==> src/rtl/instr_fetch_pkg.sv <==
// Shared definitions for the instruction fetch stage.
//   XLEN             : default data/address width
//   RESET_PC_DEFAULT : default PC loaded on reset (word aligned)
//   INSTR_NOP        : encoding shown on the decode port after reset (addi x0,x0,0)
//   fetch_state_e    : fetch FSM state encoding
package instr_fetch_pkg;

  localparam int unsigned XLEN             = 32;
  localparam logic [31:0] RESET_PC_DEFAULT = 32'h0000_0000;
  localparam logic [31:0] INSTR_NOP        = 32'h0000_0013;

  typedef enum logic [1:0] {
    S_REQ  = 2'd0,
    S_WAIT = 2'd1,
    S_HOLD = 2'd2
  } fetch_state_e;

endpackage

==> src/rtl/instr_fetch_if.sv <==
// Bus bundle between the fetch stage and its neighbours.
//   imem request  : imem_req_valid/imem_req_ready/imem_req_addr (fetch -> memory)
//   imem response : imem_rsp_valid/imem_rsp_data                 (memory -> fetch)
//   redirect      : redirect_valid/redirect_pc                   (branch unit -> fetch)
//   decode        : instr/instr_pc/instr_valid/instr_ready       (fetch -> decode)
// master = fetch stage, slave = environment (memory, branch unit, decode).
interface instr_fetch_if #(
  parameter int unsigned XLEN = 32
);

  logic            imem_req_valid;
  logic            imem_req_ready;
  logic [XLEN-1:0] imem_req_addr;
  logic            imem_rsp_valid;
  logic [XLEN-1:0] imem_rsp_data;
  logic            redirect_valid;
  logic [XLEN-1:0] redirect_pc;
  logic [XLEN-1:0] instr;
  logic [XLEN-1:0] instr_pc;
  logic            instr_valid;
  logic            instr_ready;

  modport master (
    output imem_req_valid,
    input  imem_req_ready,
    output imem_req_addr,
    input  imem_rsp_valid,
    input  imem_rsp_data,
    input  redirect_valid,
    input  redirect_pc,
    output instr,
    output instr_pc,
    output instr_valid,
    input  instr_ready
  );

  modport slave (
    input  imem_req_valid,
    output imem_req_ready,
    input  imem_req_addr,
    output imem_rsp_valid,
    output imem_rsp_data,
    output redirect_valid,
    output redirect_pc,
    input  instr,
    input  instr_pc,
    input  instr_valid,
    output instr_ready
  );

endinterface

==> src/rtl/instr_fetch.sv <==
// Instruction fetch stage.
// Owns the PC, issues one word fetch at a time to instruction memory, waits for
// the (variable latency) response and holds it for decode until accepted.
// Redirects replace the PC and squash any wrong-path word, including one whose
// request has already been accepted by memory (tracked by r_drop).
// Ports:
//   clk   : clock, rising edge
//   rst_n : synchronous active-low reset
//   bus   : instr_fetch_if.master (imem request/response, redirect, decode)
module instr_fetch
  import instr_fetch_pkg::*;
#(
  parameter int unsigned     XLEN     = instr_fetch_pkg::XLEN,
  parameter logic [XLEN-1:0] RESET_PC = XLEN'(RESET_PC_DEFAULT)
) (
  input  logic          clk,
  input  logic          rst_n,
  instr_fetch_if.master bus
);

  fetch_state_e    r_state;
  fetch_state_e    w_state_next;
  logic [XLEN-1:0] r_pc;
  logic [XLEN-1:0] r_pc_inflight;
  logic            r_drop;
  logic [XLEN-1:0] r_instr;
  logic [XLEN-1:0] r_instr_pc;
  logic            r_instr_valid;
  logic [XLEN-1:0] w_redirect_target;
  logic            w_req_fire;
  logic            w_rsp_fire;

  // Low two bits of the redirect target are forced to zero.
  assign w_redirect_target = bus.redirect_pc & ~XLEN'(3);
  assign w_req_fire        = (r_state == S_REQ)  && bus.imem_req_ready;
  // Responses outside S_WAIT are protocol errors and never observed.
  assign w_rsp_fire        = (r_state == S_WAIT) && bus.imem_rsp_valid;

  // State register
  always_ff @(posedge clk) begin
    if (!rst_n) begin
      r_state <= S_REQ;
    end else begin
      r_state <= w_state_next;
    end
  end

  // Next-state logic; a redirect overrides every other event.
  always_comb begin
    w_state_next = r_state;
    unique case (r_state)
      S_REQ: begin
        if (bus.imem_req_ready) w_state_next = S_WAIT;
      end
      S_WAIT: begin
        if (bus.redirect_valid) begin
          if (bus.imem_rsp_valid) w_state_next = S_REQ;
        end else if (bus.imem_rsp_valid) begin
          w_state_next = r_drop ? S_REQ : S_HOLD;
        end
      end
      S_HOLD: begin
        if (bus.redirect_valid || bus.instr_ready) w_state_next = S_REQ;
      end
      default: w_state_next = S_REQ;
    endcase
  end

  // Output decode: request channel is combinational from state and PC.
  always_comb begin
    bus.imem_req_valid = (r_state == S_REQ);
    bus.imem_req_addr  = r_pc;
  end

  // Datapath: PC, in-flight PC, drop flag and registered decode outputs.
  always_ff @(posedge clk) begin
    if (!rst_n) begin
      r_pc          <= RESET_PC;
      r_pc_inflight <= RESET_PC;
      r_drop        <= 1'b0;
      r_instr       <= XLEN'(INSTR_NOP);
      r_instr_pc    <= RESET_PC;
      r_instr_valid <= 1'b0;
    end else if (bus.redirect_valid) begin
      r_pc          <= w_redirect_target;
      r_instr_valid <= 1'b0;
      // An old-PC request accepted this cycle, or one still outstanding,
      // must have its response squashed; a response arriving now is
      // discarded directly and clears the obligation.
      if (w_req_fire) begin
        r_drop <= 1'b1;
      end else if (r_state == S_WAIT) begin
        r_drop <= !bus.imem_rsp_valid;
      end
    end else begin
      if (w_req_fire) begin
        r_pc_inflight <= r_pc;
        r_pc          <= r_pc + XLEN'(4);
      end
      if (w_rsp_fire) begin
        if (r_drop) begin
          r_drop <= 1'b0;
        end else begin
          r_instr       <= bus.imem_rsp_data;
          r_instr_pc    <= r_pc_inflight;
          r_instr_valid <= 1'b1;
        end
      end
      if ((r_state == S_HOLD) && bus.instr_ready) begin
        r_instr_valid <= 1'b0;
      end
    end
  end

  assign bus.instr       = r_instr;
  assign bus.instr_pc    = r_instr_pc;
  assign bus.instr_valid = r_instr_valid;

endmodule
==> src/flat_wrapper.sv <==
// flat-port wrapper written by rule: the top's interface ports become plain ports
module instr_fetch_flat import instr_fetch_pkg::*;
#(
  parameter int unsigned     XLEN     = instr_fetch_pkg::XLEN,
  parameter logic [XLEN-1:0] RESET_PC = XLEN'(RESET_PC_DEFAULT)
)
  (clk, rst_n, bus_imem_req_valid, bus_imem_req_ready, bus_imem_req_addr, bus_imem_rsp_valid, bus_imem_rsp_data, bus_redirect_valid, bus_redirect_pc, bus_instr, bus_instr_pc, bus_instr_valid, bus_instr_ready);
  instr_fetch_if #(.XLEN(XLEN)) bus_i ();
  input  logic clk;
  input  logic rst_n;
  output wire logic [$bits(bus_i.imem_req_valid)-1:0] bus_imem_req_valid;
  input wire logic [$bits(bus_i.imem_req_ready)-1:0] bus_imem_req_ready;
  output wire logic [$bits(bus_i.imem_req_addr)-1:0] bus_imem_req_addr;
  input wire logic [$bits(bus_i.imem_rsp_valid)-1:0] bus_imem_rsp_valid;
  input wire logic [$bits(bus_i.imem_rsp_data)-1:0] bus_imem_rsp_data;
  input wire logic [$bits(bus_i.redirect_valid)-1:0] bus_redirect_valid;
  input wire logic [$bits(bus_i.redirect_pc)-1:0] bus_redirect_pc;
  output wire logic [$bits(bus_i.instr)-1:0] bus_instr;
  output wire logic [$bits(bus_i.instr_pc)-1:0] bus_instr_pc;
  output wire logic [$bits(bus_i.instr_valid)-1:0] bus_instr_valid;
  input wire logic [$bits(bus_i.instr_ready)-1:0] bus_instr_ready;
  assign bus_imem_req_valid = bus_i.imem_req_valid;
  assign bus_i.imem_req_ready = bus_imem_req_ready;
  assign bus_imem_req_addr = bus_i.imem_req_addr;
  assign bus_i.imem_rsp_valid = bus_imem_rsp_valid;
  assign bus_i.imem_rsp_data = bus_imem_rsp_data;
  assign bus_i.redirect_valid = bus_redirect_valid;
  assign bus_i.redirect_pc = bus_redirect_pc;
  assign bus_instr = bus_i.instr;
  assign bus_instr_pc = bus_i.instr_pc;
  assign bus_instr_valid = bus_i.instr_valid;
  assign bus_i.instr_ready = bus_instr_ready;
  instr_fetch #(.XLEN(XLEN), .RESET_PC(RESET_PC)) u_core (.clk(clk), .rst_n(rst_n), .bus(bus_i));
endmodule
==> config.mk <==
export PLATFORM = sky130hd
export DESIGN_NAME = instr_fetch_flat
export DESIGN_NICKNAME = d
export VERILOG_FILES = /design/src/rtl/instr_fetch_pkg.sv /design/src/rtl/instr_fetch_if.sv /design/src/rtl/instr_fetch.sv /design/src/flat_wrapper.sv
export SDC_FILE = /design/constraint.sdc
export NUM_CORES = 1
export LEC_CHECK = 0
export ABC_CLOCK_PERIOD_IN_PS = 1600
export CAP_MARGIN = 20
export CORE_MARGIN = 2
export CORE_UTILIZATION = 42
export DETAILED_ROUTE_END_ITERATION = 8
export PLACE_DENSITY = 0.76
export SYNTH_ARGS = -nofsm -noshare
export SYNTH_HDL_FRONTEND = slang
export SYNTH_SLANG_ARGS = --single-unit
==> constraint.sdc <==
create_clock -name clk -period 1.6 [get_ports clk]
set_input_delay 0.16 -clock clk [delete_from_list [all_inputs] [get_ports clk]]
set_output_delay 0.16 -clock clk [all_outputs]
set_load 0.005 [all_outputs]
; Yosys cells after proc, flatten, opt, wreduce, memory -nomap -nowiden
; Cells that the tools add are included.
[totals]
word_cells = 46
output_inout_bits = 98
regBits = 132
input_bits = 70
[classes]
addsub = 1
n_bitwise = 3
eq_ne = 6
mux = 13
reduce_logical = 15
[op_table]
columns = op, n
row1 = 2-to-1 mux 32 bit, 2
row2 = adder 32 x 3 -> 32 bit (second input constant), 1
row3 = 2-to-1 mux 2 bit, 6
row4 = case mux 2 bit (3 select lines), 1
row5 = AND reduction 2 bit, 3
row6 = AND reduction 3 bit, 2
row7 = 2-to-1 mux 1 bit, 4
row8 = != test 2 x 1 -> 1 bit (second input constant), 2
row9 = nonzero test 2 bit, 2
row10 = logical AND 1 bit, 3
row11 = != test 3 x 1 -> 1 bit (second input constant), 1
row12 = NOT 1 bit, 3
row13 = OR reduction 3 bit, 1
row14 = == test 2 x 1 -> 1 bit (second input constant), 1
row15 = == test 2 bit (second input constant), 1
row16 = zero test 2 bit, 1
row17 = != test 2 bit (second input constant), 1
row18 = OR reduction 2 bit, 1
row19 = zero test 1 bit, 1
row20 = logical OR 1 bit, 1

; Depth between registers and ports, before layout
[logic_depth]
ltp_word = 4
mapped_depth = 7
mapped_depth_nobuf = 5

; Worst setup path before layout
; OpenSTA, ideal clock, no wires.
[synth_timing]
kind = flip-flop to flip-flop
from = register u_core.r_pc[2] (netlist: u_core.bus.imem_req_addr[2])
to = register u_core.r_pc[26] (netlist: u_core.bus.imem_req_addr[26])
path_buffers = 1
setup_time_ps = 74
slack_ps = -178
arrival_ps = 1704
path_stages_with_launch = 7
cell_sequence = dfxtp_1 -> ha_1 -> nor4bb_1 -> buf_2 -> nand3_2 -> or4_1 -> a31oi_1
[synth_between]
elab_chain_cells = 3
[synth_rtl]
columns = item, line
row1 = start: declaration, instr_fetch.sv:23  ; logic [XLEN-1:0] r_pc;
row2 = start signal: assignment, instr_fetch.sv:85  ; r_pc <= w_redirect_target;
row3 = start signal: assignment, instr_fetch.sv:98  ; r_pc <= r_pc + XLEN'(4);
row4 = adder 32 x 3 -> 32 bit, instr_fetch.sv:98
row5 = 2-to-1 mux 32 bit, instr_fetch.sv:96  ; if (w_req_fire) begin
row6 = 2-to-1 mux 32 bit, instr_fetch.sv:84  ; end else if (bus.redirect_valid) begin
; No other way between the ends. The select of a mux whose other input is x is not followed.
; A chain may end at the register's enable or synchronous reset.

; Final worst setup path
[layout_timing]
from = register u_core.r_pc[27] (netlist: u_core.bus.imem_req_addr[27])
to = register u_core.r_pc[30] (netlist: u_core.bus.imem_req_addr[30])
; The elaborated chain is that of the path after synthesis.

==> run_results.csv <==
group,metric,value,unit
route,vias,5643,
yosys,synth-edff-count,0,
flow_run,maxCapViolCount,0,
place,place_inst,998,
place,place.gp.congestion,0.8783,
yosys,ys_dominant_reg_cell,"dfxtp_1",
route,drc_errors,0,
place,dp_hpwl,11.57,mm
global_routing,grtUsageMet2,0.4185,
global_routing,grt_start_max_net_pins,53,
sta,worst_slew_pin_slew,0.4918,ns
clock_tree,cts_root_buffer,"clkbuf_16",
pwr,leakagePower,0.003161,uW
route,postRouteAntennaNets,0,
worst_setup_path,arrival,2.03,ns
yosys,synth_cells,646,
worst_setup_path,reg2reg_slack,-0.14,ns
route,wl,17.28,mm
route,wire_per_inst,16.59,um
global_routing,grt_pass1_wl,27.39,mm
sta,post-route-period-util,1.087,
floorplanning,initial_core_util,0.4297,
global_routing,grt_usage,0.2454,
pwr,max-vdd-ir-drop,1.007,mV
worst_setup_path,rr_worst_depth,4,
yosys,yosysUniqueCellTypes,46,
yosys,ys_warn_count,0,
floorplanning,die_w,117.4,um
clock_tree,cts-hold-fix-buffers,0,
floorplanning,die_h,117.4,um
clock_tree,clock_latency,0.42,ns
place,numPortBuffers,161,
clock_tree,cts_htree_levels,4,
sta,hold_violations,0,
clock_tree,cts_tree,"built",
cells_and_area,fillCellCount,974,
cells_and_area,final_util,0.6761,
sta,setup_viol_count_final,14,
cells_and_area,stdcell_count,1041,
yosys,syn-cell-area,5400,sq um
worst_setup_path,r2r_end,"u_core.bus.imem_req_addr[30]",
pwr,cellPowerDensity,958.6,nW/um^2
route,via_per_inst,5.421,
global_routing,grt_pass1_vias,5598,
worst_setup_path,crit_fanout,6,
clock_tree,clock_path_buffers,2,
floorplanning,pin_count,168,
sta,final_max_slew_viol_count,0,
worst_setup_path,critPathCaptureType,"register",
floorplanning,num_rows,41,
min_path,worstHoldPathCells,2,
worst_setup_path,critPathLaunch,"u_core.bus.imem_req_addr[27]",
worst_setup_path,path_class,"reg -> reg",
cells_and_area,layout_common_cells,"nand2_1, clkdlybuf4s50_1, dfxtp_1",
global_routing,overflow,0,
floorplanning,die_area,13780,sq um
clock_tree,cts.sinks,126,
worst_setup_path,path_cells,"nand4_1 > nor4_1 > and4_1 > a211oi_2",
route,firstDrtPassIters,5,
worst_setup_path,slowest_delay,0.55,ns
worst_setup_path,slowest_stage,"nor4_1",
global_routing,grt.met3_usage,0.06128,
global_routing,top_usage_layer,"met2",
sta,clock_skew,0.007007,ns
cells_and_area,layout_commonest_cell,"nand2_1",
clock_tree,clk_pin_slew_worst_paths,0.06,ns
yosys,seq_area_frac_synth,0.4671,
worst_setup_path,crit_required,1.90,ns
sta,slew-limit-headroom,0.6691,
sta,fin_tns_setup,-0.5972,ns
pwr,power,8145,uW
cells_and_area,n_antenna_cell,0,
yosys,ys_ff_latch,126,
clock_tree,cts_made_buffers,17,
sta,fin_crit,1.739,ns
cells_and_area,nets,927,
yosys,async_flop_share,0,
sta,setup_ws,-0.1390,ns
sta,max_freq,575.1,MHz
worst_setup_path,reg2reg_from,"u_core.bus.imem_req_addr[27]",
global_routing,met1_usage,0.2759,
run_status,violations,"setup timing",
floorplanning,fp.coreArea,12570,sq um
min_path,hp-class,"in -> reg",
worst_setup_path,endpoint,"u_core.bus.imem_req_addr[30]",
yosys,syn_avg_cell_area,8.359,sq um
sta,rsz0062_at_grt,"yes",
cells_and_area,area_growth,57.34,%
sta,holdWs,0.1442,ns
worst_setup_path,critPathLaunchType,"register",
run_status,status,"complete, but fails checks",
route,drt_iter0_drc,594,
cells_and_area,layout-drive-gt1-share,0.1910,
global_routing,antenna_found_initial,0,
## sequential cells by signal, indices dropped and copies added (netlist names)
name and cells:
u_core.bus.instr_valid 1, u_core.r_state 2, u_core.bus.imem_req_addr 30, u_core.bus.instr_pc 30
u_core.r_drop 1, u_core.r_pc_inflight 30, u_core.bus.instr 32
## where the power goes
part           switching, uW  internal, uW  leakage, uW
clock                   1430          2420     0.000289
combinational            418           534      0.00184
sequential              94.2          3250      0.00103
total                   1940          6200      0.00316
## final cells by class
type                            count  area, sq um  area share
Tap cell                          172        215.2     0.02533
Multi-Input combinational cell    469         2794      0.3288
Clock inverter                     12        136.4     0.01605
Inverter                            2        7.507   0.0008835
Timing Repair Buffer              240         2307      0.2715
Clock buffer                       20        466.7     0.05493
Sequential cell                   126         2570      0.3025
## stage by stage
stage	cell area (sq um)	worst slack [ns]
floorplan	5446	-0.06118
global placement	7621	-0.3293
detailed placement	7621	-0.4216
CTS	8334	-0.03090
global route	8497	-0.1496
finish	8497	-0.1390
## synthesized netlist by cell type, types with 2 or more instances
cell	instances	share of area
dfxtp_1	126	0.47
nor4_1	3	0.0035
nand4_4	2	0.0079
a21boi_0	76	0.11
clkbuf_1	41	0.028
nand2_1	204	0.14
xnor2_1	6	0.0097
o211a_1	7	0.013
o21ai_0	26	0.024
buf_4	5	0.0070
nor2_1	5	0.0035
nand3_1	12	0.011
a21oi_1	7	0.0065
o31ai_1	11	0.015
a211oi_1	2	0.0028
buf_6	3	0.0063
buf_2	5	0.0046
a31oi_1	14	0.016
nand4_1	9	0.010
o311a_1	2	0.0037
inv_1	2	0.0014
a21boi_1	13	0.018
nand2b_1	4	0.0046
and2_1	4	0.0046
or4_1	11	0.015
xor2_1	4	0.0065
o21a_1	3	0.0042
and3_1	5	0.0058
and4_1	9	0.015
or3_1	5	0.0058
nor2b_1	2	0.0023
nor3_1	4	0.0037
## critical path: cells and delay by family (launching register included)
family	cells	cell delay (ns)
AND/OR/NAND/NOR	3	1.13
flip-flops	1	0.45
AO/OA/AOI/OAI	1	0.04
## worst min-delay path by stage
stage	endpoint	slack [ns]	from
after detailed placement	u_core.bus.instr_pc[24]	0.45	u_core.bus.instr_pc[24]
after global placement	u_core.bus.instr_pc[8]	0.44	u_core.r_pc_inflight[8]
after floorplan	u_core.bus.instr[0]	0.28	bus_imem_rsp_data[0]
after CTS	u_core.bus.imem_req_addr[17]	0.13	rst_n
after global routing	u_core.bus.imem_req_addr[17]	0.16	rst_n
final	u_core.bus.imem_req_addr[17]	0.14	rst_n
## metal layers
metal	up-vias	part of all wire
met5	-	0
met4	0	0.059
met3	90	0.076
met2	319	0.47
met1	2576	0.39
li1	2658	-
## cells by family (layout without fill, tap and decap cells)
group | count (synthesis) | after routing | share of synthesized area
AND/OR/NAND/NOR | 287 | 290 | 0.2505
AO/OA/AOI/OAI | 163 | 163 | 0.2129
flip-flops | 126 | 126 | 0.4671
buffers and inverters | 57 | 274 | 0.04842
XOR/XNOR | 10 | 10 | 0.01622
adder cells (fa/ha/maj) | 1 | 1 | 0.002317
other | 1 | 4 | 0.0006944
multiplexers | 1 | 1 | 0.001854
## repair_timing
item                       in CTS  in global routing
pin swaps                       8                 28
setup endpoints to repair      89                 50
setup buffers                   3                  5
cloned                          2                  1
gates resized for setup        32                 37
Power figures use the tool's default switching activity.
==> RTL change (same flow settings) <==
`XLEN` is set to 32 in 2 places; all go to 36.
--- a/src/rtl/instr_fetch_pkg.sv
+++ b/src/rtl/instr_fetch_pkg.sv
@@ -7,3 +7,3 @@
 
-  localparam int unsigned XLEN             = 32;
+  localparam int unsigned XLEN             = 36;
   localparam logic [31:0] RESET_PC_DEFAULT = 32'h0000_0000;
--- a/src/rtl/instr_fetch_if.sv
+++ b/src/rtl/instr_fetch_if.sv
@@ -7,3 +7,3 @@
 interface instr_fetch_if #(
-  parameter int unsigned XLEN = 32
+  parameter int unsigned XLEN = 36
 );
Interface: changed (5 resized); port bits go from 168 to 188. No check against the original RTL was run, so the function may have changed too.
==> RTL change against the unedited design <==
Global-route usage rose by 2.3 points. Area after synthesis rose by 6.9%. Highest routed layer unchanged. Non-clock buffer count rose by 63. Worst setup slack got worse by 0.21 ns. Final cell count rose by 15%. Sequential cell count rose by 16. Core utilization rose by 6.0 points. Total power rose by 7.7%. Critical path depth rose by 3. Design area rose by 16%. Synthesized cell count rose by 15%. Wire length rose by 31%. Critical endpoint is now u_core.bus.imem_req_addr[7]. The flow still finishes with violations (setup timing). Largest cell class is now non-clock buffers. Sequential share of layout area fell by 0.81 points. Hold slack improved by 0.13 ns.
==> RTL change: results (changes against the unedited design) <==
stage,metric,value,unit,change
power_and_ir_drop,p_sw,2.28,mW,+17%
status,status,finished with violations,,
placed_design,dp_hpwl,13000,um,+12%
placed_design,place.gp.congestion,0.931,,+6.0%
critical_path,cpPeakStageDelay,0.36,ns,-0.19 ns
power_and_ir_drop,peakVddDrop,0.628,mV,-38%
synth,synthAdderAreaFrac,0.217,%,-0.015 points
synth,yosysSeqAreaShare,49.2,%,+2.5 points
clocking,postCtsResizedCells,51,,+59%
grt,grt_max_degree,42,,-21%
critical_path,endpoint,u_core.bus.imem_req_addr[7],,
hold_path,hp-start,bus_imem_rsp_data[26],,
synth,synth_xor_xnor_area_share,4.10,%,+2.5 points
placed_design,dp_cells,1141,,+14%
sta,skew,0.0104,ns,+0.00336 ns
placed_design,io_buffers,181,,+12%
sta,setup_ws,-0.352,ns,-0.213 ns
clocking,clock_latency,0.44,ns,+0.02 ns
route,drt-wirelength-per-cell,18.9,um,+14%
critical_path,slowest_stage,dfxtp_4,,
critical_path,r2r_cells,7,,+3
layout,largest_reg_flops,36,,+13%
layout,final_util,73.6,%,+6.0 points
route,vias,6684,,+18%
synth,synthMuxAreaShare,0.889,%,+0.70 points
sta,setup_viol_count_final,59,,+45
placed_design,post_dp_cell_area,0.00845,mm2,+11%
route,drt-initial-drc-count,699,,+18%
synth,synth_area_per_cell,7.80,um2,-6.7%
grt,grt_util_met1,32.1,%,+4.5 points
placed_design,pre_cts_slack,-0.387,ns,+0.0347 ns
grt,use_met3,9.40,%,+3.3 points
grt,grt_pass1_vias,6150,,+9.9%
status,violations,setup timing,,
power_and_ir_drop,power_frac_seq,42.6,%,+1.6 points
sta,hold_ws,0.270,ns,+0.126 ns
hold_path,min_path_cells,3,,+1
power_and_ir_drop,seq_power,3.74,mW,+12%
RTL change: cell count changes after synthesis, sizes merged, moves of 14 or more:
cell | unedited run | this run
dfxtp | 126 | 142
a31oi | 14 | 0
xnor2 | 6 | 26
a21boi | 89 | 0
a21oi | 7 | 120
nor2 | 5 | 25
nand2 | 204 | 237
RTL change: cell families (layout without fill, tap and decap cells):
group                    Yosys count  after routing
AO/OA/AOI/OAI                    159            159
adder cells (fa/ha/maj)            1              1
other                              1              4
buffers and inverters             64            344
XOR/XNOR                          27             27
AND/OR/NAND/NOR                  341            341
multiplexers                       5              5
flip-flops                       142            142
RTL change: area by class of cell:
class,count,area [um2]
Fill cell,909,3520
Sequential cell,142,2890
Inverter,9,38.8
Clock inverter,14,130
Clock buffer,18,439
Timing Repair Buffer,303,3080
Tap cell,176,220
Multi-Input combinational cell,537,3030
RTL change: layer usage:
metal	vias to the layer above	wire [um]
met5	-	0
met4	0	1220
met3	119	2430
met2	445	10600
met1	3086	8410
li1	3034	-
